### src/rtl/id_ex_stage_pkg.sv
// Shared definitions for the ID/EX stage: ALU op codes, forwarding selects
// and the memory/write-back control bundle carried down the pipe.
package id_ex_stage_pkg;

    localparam int unsigned ALU_OP_W = 4;
    localparam int unsigned SA_W     = 5;

    localparam logic [ALU_OP_W-1:0] ALU_AND = 4'd0;
    localparam logic [ALU_OP_W-1:0] ALU_OR  = 4'd1;
    localparam logic [ALU_OP_W-1:0] ALU_ADD = 4'd2;
    localparam logic [ALU_OP_W-1:0] ALU_XOR = 4'd3;
    localparam logic [ALU_OP_W-1:0] ALU_SUB = 4'd6;
    localparam logic [ALU_OP_W-1:0] ALU_SLT = 4'd7;
    localparam logic [ALU_OP_W-1:0] ALU_SLL = 4'd8;
    localparam logic [ALU_OP_W-1:0] ALU_SRL = 4'd12;

    typedef enum logic [1:0] {
        FWD_RF  = 2'd0,
        FWD_EXM = 2'd1,
        FWD_WB  = 2'd2
    } fwd_sel_e;

    typedef struct packed {
        logic reg_we;
        logic mem_rd;
        logic mem_wr;
    } ex_ctl_t;

    localparam ex_ctl_t EX_CTL_NONE = '{reg_we: 1'b0, mem_rd: 1'b0, mem_wr: 1'b0};

endpackage

### src/rtl/id_ex_stage_fwd_mux.sv
// Operand bypass for one EX source register: EX/MEM beats MEM/WB beats the
// registered read data; register 0 is hard-wired and never takes a bypass.
module id_ex_stage_fwd_mux
    import id_ex_stage_pkg::*;
#(
    parameter int unsigned DATA_W = 32,
    parameter int unsigned REG_AW = 5
) (
    input  logic [REG_AW-1:0] src_i,
    input  logic [DATA_W-1:0] rf_data_i,
    input  logic              exm_reg_we_i,
    input  logic [REG_AW-1:0] exm_dst_i,
    input  logic [DATA_W-1:0] exm_result_i,
    input  logic              wb_reg_we_i,
    input  logic [REG_AW-1:0] wb_dst_i,
    input  logic [DATA_W-1:0] wb_result_i,
    output logic [DATA_W-1:0] data_o
);

    fwd_sel_e sel;
    logic     src_nz;
    logic     exm_hit;
    logic     wb_hit;

    assign src_nz  = (src_i != '0);
    assign exm_hit = src_nz && exm_reg_we_i && (exm_dst_i == src_i);
    assign wb_hit  = src_nz && wb_reg_we_i  && (wb_dst_i  == src_i);

    // Youngest producer wins.
    always_comb begin
        sel = FWD_RF;
        if (exm_hit) begin
            sel = FWD_EXM;
        end else if (wb_hit) begin
            sel = FWD_WB;
        end
    end

    always_comb begin
        data_o = rf_data_i;
        case (sel)
            FWD_EXM: data_o = exm_result_i;
            FWD_WB:  data_o = wb_result_i;
            default: data_o = rf_data_i;
        endcase
    end

endmodule

### src/rtl/id_ex_stage.sv
// ID/EX pipeline register with load-use stall detection, bubble insertion,
// flush/hold handling and combinational operand bypass into the ALU inputs.
module id_ex_stage
    import id_ex_stage_pkg::*;
#(
    parameter int unsigned DATA_W = 32,
    parameter int unsigned REG_AW = 5,
    parameter int unsigned CTL_W  = 5
) (
    input  logic              clk,
    input  logic              rst_n,
    input  logic              id_valid,
    input  logic [DATA_W-1:0] id_rs_data,
    input  logic [DATA_W-1:0] id_rt_data,
    input  logic [DATA_W-1:0] id_imm,
    input  logic [SA_W-1:0]   id_sa,
    input  logic [REG_AW-1:0] id_rs,
    input  logic [REG_AW-1:0] id_rt,
    input  logic [REG_AW-1:0] id_dst,
    input  logic              id_uses_rt,
    input  logic [CTL_W-1:0]  id_alu_ctl,
    input  logic              id_src_imm,
    input  logic              id_reg_we,
    input  logic              id_mem_rd,
    input  logic              id_mem_wr,
    input  logic              flush,
    input  logic              hold,
    input  logic              exm_reg_we,
    input  logic [REG_AW-1:0] exm_dst,
    input  logic [DATA_W-1:0] exm_result,
    input  logic              wb_reg_we,
    input  logic [REG_AW-1:0] wb_dst,
    input  logic [DATA_W-1:0] wb_result,
    output logic              id_stall,
    output logic              ex_valid,
    output logic [CTL_W-1:0]  ex_alu_ctl,
    output logic [DATA_W-1:0] ex_alu_a,
    output logic [DATA_W-1:0] ex_alu_b,
    output logic [SA_W-1:0]   ex_sa,
    output logic [DATA_W-1:0] ex_store_data,
    output logic [REG_AW-1:0] ex_dst,
    output logic              ex_reg_we,
    output logic              ex_mem_rd,
    output logic              ex_mem_wr
);

    logic              valid_q,   valid_d;
    ex_ctl_t           ctl_q,     ctl_d;
    logic [CTL_W-1:0]  alu_ctl_q, alu_ctl_d;
    logic [DATA_W-1:0] rs_data_q, rs_data_d;
    logic [DATA_W-1:0] rt_data_q, rt_data_d;
    logic [DATA_W-1:0] imm_q,     imm_d;
    logic [SA_W-1:0]   sa_q,      sa_d;
    logic [REG_AW-1:0] rs_q,      rs_d;
    logic [REG_AW-1:0] rt_q,      rt_d;
    logic [REG_AW-1:0] dst_q,     dst_d;
    logic              src_imm_q, src_imm_d;

    logic              load_use;
    logic              rs_dep;
    logic              rt_dep;
    logic [DATA_W-1:0] fwd_rs;
    logic [DATA_W-1:0] fwd_rt;

    // A load in EX cannot bypass its data to the instruction right behind it.
    assign rs_dep   = (dst_q == id_rs);
    assign rt_dep   = id_uses_rt && (dst_q == id_rt);
    assign load_use = valid_q && ctl_q.mem_rd && (dst_q != '0) && id_valid && (rs_dep || rt_dep);
    assign id_stall = load_use && !flush;

    // Priority: hold freezes everything, then flush/stall/empty ID make a bubble.
    always_comb begin
        valid_d   = valid_q;
        ctl_d     = ctl_q;
        alu_ctl_d = alu_ctl_q;
        rs_data_d = rs_data_q;
        rt_data_d = rt_data_q;
        imm_d     = imm_q;
        sa_d      = sa_q;
        rs_d      = rs_q;
        rt_d      = rt_q;
        dst_d     = dst_q;
        src_imm_d = src_imm_q;
        if (!hold) begin
            if (flush || load_use || !id_valid) begin
                valid_d   = 1'b0;
                ctl_d     = EX_CTL_NONE;
                alu_ctl_d = '0;
                rs_data_d = '0;
                rt_data_d = '0;
                imm_d     = '0;
                sa_d      = '0;
                rs_d      = '0;
                rt_d      = '0;
                dst_d     = '0;
                src_imm_d = 1'b0;
            end else begin
                valid_d   = 1'b1;
                ctl_d     = '{reg_we: id_reg_we, mem_rd: id_mem_rd, mem_wr: id_mem_wr};
                alu_ctl_d = id_alu_ctl;
                rs_data_d = id_rs_data;
                rt_data_d = id_rt_data;
                imm_d     = id_imm;
                sa_d      = id_sa;
                rs_d      = id_rs;
                rt_d      = id_rt;
                dst_d     = id_dst;
                src_imm_d = id_src_imm;
            end
        end
    end

    always_ff @(posedge clk) begin
        if (!rst_n) begin
            valid_q   <= 1'b0;
            ctl_q     <= EX_CTL_NONE;
            alu_ctl_q <= '0;
            rs_data_q <= '0;
            rt_data_q <= '0;
            imm_q     <= '0;
            sa_q      <= '0;
            rs_q      <= '0;
            rt_q      <= '0;
            dst_q     <= '0;
            src_imm_q <= 1'b0;
        end else begin
            valid_q   <= valid_d;
            ctl_q     <= ctl_d;
            alu_ctl_q <= alu_ctl_d;
            rs_data_q <= rs_data_d;
            rt_data_q <= rt_data_d;
            imm_q     <= imm_d;
            sa_q      <= sa_d;
            rs_q      <= rs_d;
            rt_q      <= rt_d;
            dst_q     <= dst_d;
            src_imm_q <= src_imm_d;
        end
    end

    id_ex_stage_fwd_mux #(
        .DATA_W (DATA_W),
        .REG_AW (REG_AW)
    ) u_fwd_rs (
        .src_i        (rs_q),
        .rf_data_i    (rs_data_q),
        .exm_reg_we_i (exm_reg_we),
        .exm_dst_i    (exm_dst),
        .exm_result_i (exm_result),
        .wb_reg_we_i  (wb_reg_we),
        .wb_dst_i     (wb_dst),
        .wb_result_i  (wb_result),
        .data_o       (fwd_rs)
    );

    id_ex_stage_fwd_mux #(
        .DATA_W (DATA_W),
        .REG_AW (REG_AW)
    ) u_fwd_rt (
        .src_i        (rt_q),
        .rf_data_i    (rt_data_q),
        .exm_reg_we_i (exm_reg_we),
        .exm_dst_i    (exm_dst),
        .exm_result_i (exm_result),
        .wb_reg_we_i  (wb_reg_we),
        .wb_dst_i     (wb_dst),
        .wb_result_i  (wb_result),
        .data_o       (fwd_rt)
    );

    assign ex_valid      = valid_q;
    assign ex_alu_ctl    = alu_ctl_q;
    assign ex_alu_a      = fwd_rs;
    assign ex_alu_b      = src_imm_q ? imm_q : fwd_rt;
    assign ex_sa         = sa_q;
    assign ex_store_data = fwd_rt;
    assign ex_dst        = dst_q;
    assign ex_reg_we     = valid_q && ctl_q.reg_we;
    assign ex_mem_rd     = valid_q && ctl_q.mem_rd;
    assign ex_mem_wr     = valid_q && ctl_q.mem_wr;

endmodule

### config.mk
export PLATFORM = sky130hd
export DESIGN_NAME = id_ex_stage
export DESIGN_NICKNAME = d
export VERILOG_FILES = /design/src/rtl/id_ex_stage_pkg.sv /design/src/rtl/id_ex_stage_fwd_mux.sv /design/src/rtl/id_ex_stage.sv
export SDC_FILE = /design/constraint.sdc
export NUM_CORES = 1
export LEC_CHECK = 0
export BUFFER_PORTS_ARGS = -buffer_cell sky130_fd_sc_hd__clkbuf_2
export CAP_MARGIN = 40
export CORE_MARGIN = 5
export CORE_UTILIZATION = 45
export CTS_BUF_LIST = sky130_fd_sc_hd__clkbuf_8
export CTS_CLUSTER_DIAMETER = 60
export DETAILED_ROUTE_END_ITERATION = 6
export GPL_TIMING_DRIVEN = 0
export PLACE_DENSITY = 0.8
export SYNTH_ARGS = -nofsm -noshare
export SYNTH_HDL_FRONTEND = slang
export SYNTH_SLANG_ARGS = --single-unit
### constraint.sdc
create_clock -name clk -period 3.9 [get_ports clk]
set_input_delay 0.975 -clock clk [delete_from_list [all_inputs] [get_ports clk]]
set_output_delay 0.975 -clock clk [all_outputs]
set_load 0.01 [all_outputs]
==> impl_metrics.csv, run 1 <==
group,metric,value,unit
power,ir_worst_vdd,0.352,mV
synth,synth_warnings,0,
placed_design,hpwlAfterDp,20.9,mm
final_layout,postLayoutCellArea,0.00875,sq mm
setup_path,cp_cell_sequence,"clkbuf_2, xnor2_4, nand2_1, clkbuf_2, buf_2, o31ai_2, a31oi_2, mux2_2, clkbuf_2",
sta,min_period,3860,ps
floorplanning,pin_count,323,
floorplanning,die_area,0.0162,sq mm
clock_network,cts_buffer_depth,2,
sta,fin_worst_skew,11.9,ps
placed_design,placed_area,0.00805,sq mm
detailed_routing,antenna_left,0,
final_layout,fill_cells,1184,
detailed_routing,drc_errors,0,
detailed_routing,drt_iter0_markers,592,
synth,synth_area,0.00620,sq mm
setup_path,worst-setup-path-type,"input pin to output port",
synth,syn_avg_cell_area,9.23,sq um
power,pwr_density_cell,344,mW/mm^2
final_layout,instances_no_fill,1202,
min_path,worstHoldStart,"imm_q[8]",
clock_network,cts_root_buf,"clkbuf_8",
detailed_routing,viasPerCell,5.89,
sta,hold_violations,0,
setup_path,rr_startpoint,"ex_dst[0]",
floorplanning,std_cell_rows,42,
clock_network,htreeDepth,4,
synth,synth.top_cell.area_share,0.407,
detailed_routing,wl,26.9,mm
min_path,hold_depth,1,
detailed_routing,drtPass1Iterations,5,
setup_path,cp-end-kind,"output port",
setup_path,cp.required,2920,ps
setup_path,cpPeakStageDelay,360,ps
placed_design,dp_cells,1171,
synth,synthTopCellsByArea,"dfxtp_1, a22o_1, mux2i_1",
floorplanning,fp.coreArea,0.0133,sq mm
floorplanning,die_h,127,um
clock_network,clk_latency,460,ps
synth,synth_seq_area_share,0.407,
outcome,run_status,"finished clean",
final_layout,final_util,0.656,
synth,postSynthCellCount,671,
synth,ys_types,30,
synth,syn_nets,878,
placed_design,io_buffers,322,
setup_path,crit_start,"wb_dst[3]",
final_layout,num_antenna_cells,0,
setup_path,cp_common_cell,"clkbuf_2",
clock_network,cts_tree,"built",
synth,ys_seq_elements,126,
clock_network,cts_sinks,126,
final_layout,nets,1221,
synth,yosysTopAreaCell,"dfxtp_1",
sta,relSlewSlack,0.460,
clock_network,ctsHoldBuffers,0,
setup_path,worst_setup_path_start_kind,"input pin",
detailed_routing,dr_total_vias,7080,
setup_path,r2r_cells,6,
sta,fmax,259,MHz
global_routing,grt_pass1_wl,39.7,mm
sta,tightest_slew,810,ps
global_routing,grt_use_total,0.317,
floorplanning,die_x,127,um
global_routing,grt_max_degree,20,
floorplanning,initial_core_util,0.464,
sta,finalCritPeriodShare,0.990,
min_path,hp-class,"register to register",
sta,fin_hold_ws,475,ps
setup_path,cp_max_fo,10,
detailed_routing,route.detailed.wl_per_inst,22.4,um
final_layout,syn2layout_area_growth,41.2,%
sta,drv_slew,0,
setup_path,slowest_stage,"o31ai_2",
job,maxCapViolations,0,
global_routing,grt_antenna_before_repair,0,
clock_network,clk_pin_slew,70,ps
final_layout,drive_gt1_frac,0.422,
power,leakagePower,3.95,nW
global_routing,grt_pass1_vias,7055,
sta,setup_viol,0,
global_routing,grt_overflow,0,
clock_network,numCtsBuffers,17,
setup_path,crit_arrival,2890,ps
placed_design,gp_congestion,0.926,
routing by layer:
metal	vias up	part of all wire	wire, um	GRT usage
met5	-	0	0	0
met4	0	0.037	991	0.133
met3	84	0.10	2770	0.0952
met2	451	0.46	12200	0.495
met1	3293	0.40	10900	0.407
li1	3252	-	-	-
state kept, by name, summed over array words and instances, names as in the netlist:
register / flops
rs_q: 5
src_imm_q: 1
rt_data_q: 32
ex_alu_ctl: 5
ex_valid: 1
ctl_q: 3
ex_dst: 5
ex_sa: 5
rs_data_q: 32
imm_q: 32
rt_q: 5
metrics by stage:
stage / TNS, ps / total power [mW] / worst slack (ps)
after floorplan: 0 / 1.54 / 402
after global placement: -42360 / 1.76 / -1330
after detailed placement: -10900 / 1.76 / -330
after CTS: 0 / 2.99 / 1.11
after global routing: -132 / 3.10 / -35.0
final: 0 / 3.01 / 37.3
where the power goes:
| part | switching, mW | internal [mW] |
|---|---|---|
| logic | 0.227 | 0.188 |
| registers | 0.0258 | 1.32 |
| clock network | 0.563 | 0.691 |
| total | 0.815 | 2.20 |
cell usage in the layout, fill, tap and decap left out, types with 2 or more instances in the layout:
cell and n:
clkbuf_2 328, clkbuf_8 18, a221oi_2 7, o21ai_0 32
buf_4 11, clkinvlp_4 6, a221oi_1 3, nand4_1 5
a22o_1 125, a31oi_1 11, xor2_1 4, nor2_1 30
clkbuf_4 6, a31oi_2 8, mux2i_1 32, o31ai_1 30
dfxtp_1 126, or4_1 2, clkbuf_1 38, nand2_1 50
a221oi_4 3, nor3_1 19, and2_1 4, and3_1 32
o31ai_2 2, mux2_2 19, nand3_1 20, bufinv_16 4
xnor2_1 25, buf_2 8, nor4_4 2, clkinv_2 2
or2_2 2
repair_timing:
action                     in CTS  in global routing
setup endpoints to repair      78                 48
buffers inserted                0                  5
pin swaps                       0                  3
resized for setup              38                 35
cells in the mapped netlist:
master     count
nand4_1        5
nand2_1       50
dfxtp_1      126
nor4_2         1
clkbuf_1      60
a2111oi_4      1
and2_1         4
o21ai_0       32
xnor2_1       26
or4_1          3
mux2i_1       32
o211ai_1       1
o211a_1        1
buf_2          8
or2_2          2
o31ai_1       32
a21o_1         1
a221oi_1      13
mux2_2        19
xor2_1         4
nor3_1        19
nand3_1       20
nor2_1        31
a31oi_1       19
and3_1        32
or3_1          1
a22o_1       125
o22ai_1        1
and4_1         1
nor4_1         1
final timing paths:
check / end / slack, ps
worst max register to register: imm_q[25] / 1030
worst min register to register: imm_q[8] / 470
worst min-delay path: imm_q[8] / 470
worst max-delay path: ex_alu_b[12] / 40
cells by family after synthesis:
family | count (synthesis) | share of synthesized area
AOI/OAI and AO/OA | 226 | 0.288
and+or+nand+nor | 170 | 0.133
DFF | 126 | 0.407
buffers and inverters | 68 | 0.0428
muxes | 51 | 0.0862
xor gates and xnor gates | 30 | 0.0424
critical path: cells and delay by family:
| kind | cells | cell delay (ps) |
|---|---|---|
| compound gates | 2 | 570 |
| xor+xnor | 1 | 210 |
| simple gates | 1 | 100 |
| mux | 1 | 300 |
| buf+inv | 4 | 740 |
area by class of cell:
class | instances | area, sq um | area share
Buffer | 63 | 304 | 0.0347
Multi-Input combinational cell | 477 | 3610 | 0.413
Sequential cell | 126 | 2520 | 0.288
Timing Repair Buffer | 329 | 1660 | 0.190
Tap cell | 176 | 220 | 0.0252
Clock inverter | 14 | 193 | 0.0220
Clock buffer | 17 | 234 | 0.0267
Note: power is estimated with default switching activity, not from simulation.
==> run 2: changes to the inputs <==
CORE_UTILIZATION = 35   (was 45)
PLACE_DENSITY = default   (was 0.8)
==> impl_metrics.csv, run 2 (same netlist as run 1, synthesis figures left out) <==
group,metric,value,unit
floorplanning,fp.coreArea,0.0174,sq mm
setup_path,cp-end-kind,"output port",
sta,setup-tns-final,0,ps
final_layout,num_antenna_cells,0,
setup_path,r2r_slack,970,ps
sta,finalCritPeriodShare,0.976,
detailed_routing,route.detailed.wl_per_inst,21.6,um
power,ir_worst_vdd,0.261,mV
setup_path,cp_cell_sequence,"clkbuf_2, xnor2_4, nand2_1, clkbuf_2, clkbuf_4, o31ai_1, a31oi_2, buf_4, mux2_2, clkbuf_2",
detailed_routing,drc_errors,0,
final_layout,reg_top3,"imm_q x32, rs_data_q x32, rt_data_q x32",
detailed_routing,drt_iter0_markers,354,
clock_network,clk_latency,440,ps
detailed_routing,antenna_left,0,
power,internal_power,2.07,mW
power,p_clk_frac,0.390,
power,pwr_density_cell,327,mW/mm^2
placed_design,hpwlAfterDp,21.7,mm
power,pwr-share-seq,0.466,
sta,tightest_slew,894,ps
power,combPwrFrac,0.144,
floorplanning,initial_core_util,0.357,
detailed_routing,viasPerCell,5.40,
setup_path,cp.required,2920,ps
outcome,run_status,"finished clean",
floorplanning,die_x,143,um
power,power.switching,0.810,mW
sta,fmax,263,MHz
power,switching_share,0.281,
sta,min_period,3810,ps
sta,rsz0062_at_grt,"yes",
global_routing,grt_antenna_before_repair,0,
final_layout,nets,1225,
setup_path,crit_arrival,2830,ps
setup_path,worst-setup-path-type,"input pin to output port",
clock_network,cts_tree,"built",
final_layout,layout_common_cells,"clkbuf_2, dfxtp_1, a22o_1",
clock_network,htreeDepth,4,
detailed_routing,wl,27.1,mm
global_routing,grt_max_degree,17,
clock_network,clk_pin_slew,80,ps
setup_path,cp_max_fo,10,
clock_network,cts_root_buf,"clkbuf_8",
clock_network,ctsHoldBuffers,0,
setup_path,crit_cells,10,
clock_network,numCtsBuffers,17,
sta,hold_violations,0,
job,maxCapViolations,0,
clock_network,cts_buffer_depth,2,
clock_network,cts_sinks,126,
global_routing,grt_pass1_wl,39.9,mm
setup_path,cpPeakStageDelay,300,ps
global_routing,grt_overflow,0,
setup_path,r2r_cells,6,
detailed_routing,dr_total_vias,6784,
detailed_routing,drtPass1Iterations,5,
sta,drv_slew,0,
floorplanning,pin_count,323,
floorplanning,std_cell_rows,48,
floorplanning,die_h,143,um
global_routing,grt_use_total,0.257,
sta,setup_viol,0,
setup_path,worst_setup_path_start_kind,"input pin",
setup_path,cp_common_cell,"clkbuf_2",
min_path,hold_depth,1,
setup_path,cp.buffers_inverters,5,
power,leakagePower,3.96,nW
setup_path,crit_family,"buffers and inverters",
final_layout,final_common_cell,"clkbuf_2",
final_layout,drive_gt1_frac,0.432,
final_layout,final_util,0.509,
placed_design,io_buffers,322,
placed_design,gp_congestion,0.884,
sta,relSlewSlack,0.404,
min_path,hp-class,"register to register",
setup_path,slowest_stage,"o31ai_1",
final_layout,syn2layout_area_growth,42.5,%
global_routing,grt_pass1_vias,6965,
floorplanning,die_area,0.0205,sq mm
sta,fin_worst_skew,5.90,ps
[run 2: cell count changes in the layout (fill, tap and decap cells not counted), sizes merged]
cell / delta
buf: +4
bufinv: -2
inv: +3
[run 2: what timing repair did]
item	4_1_cts	5_1_grt
pin swaps	1	2
setup endpoints to repair	83	50
gates resized for setup	49	34
setup buffers	4	5
[run 2: layout make-up]
class | instances | area (sq um)
repair buffers | 332 | 1690
flip-flops and latches | 126 | 2520
well taps | 225 | 282
multi-input cells | 477 | 3640
plain buffers | 64 | 318
fillers | 1720 | 8530
clock buffers | 17 | 234
clock inverters | 15 | 149
[run 2: through the flow]
step	power (mW)	hold slack, ps	setup slack, ps	cells	cell area (sq um)
after floorplan	1.54	434	402	671	6200
after global placement	1.76	448	-1090	1218	8090
after detailed placement	1.77	454	-450	1219	8100
after CTS	2.90	473	0.828	1252	8700
after global routing	3.00	491	-42.6	1256	8830
final	2.88	469	93.8	1256	8830
[run 2: worst paths after layout]
check | from | to
hold / removal | ctl_q[2] | ctl_q[2]
setup / recovery | wb_dst[3] | ex_alu_b[10]
setup reg to reg | ex_dst[0] | imm_q[5]
hold reg to reg | ctl_q[2] | ctl_q[2]
[run 2: routing by layer]
metal / GRT usage / part of all wire / vias up
met5: 0 / 0 / -
met4: 0.107 / 0.033 / 0
met3: 0.0810 / 0.089 / 60
met2: 0.405 / 0.45 / 333
met1: 0.326 / 0.43 / 3130
li1: - / - / 3261
[run 2: power by group through the flow]
stage	Sequential (mW)	Clock, mW	Combinational [mW]
floorplan	1.36	0	0.178
global placement	1.37	0	0.393
CTS	1.34	1.15	0.409
global route	1.35	1.20	0.451
finish	1.34	1.13	0.415
detailed placement	1.37	0	0.396
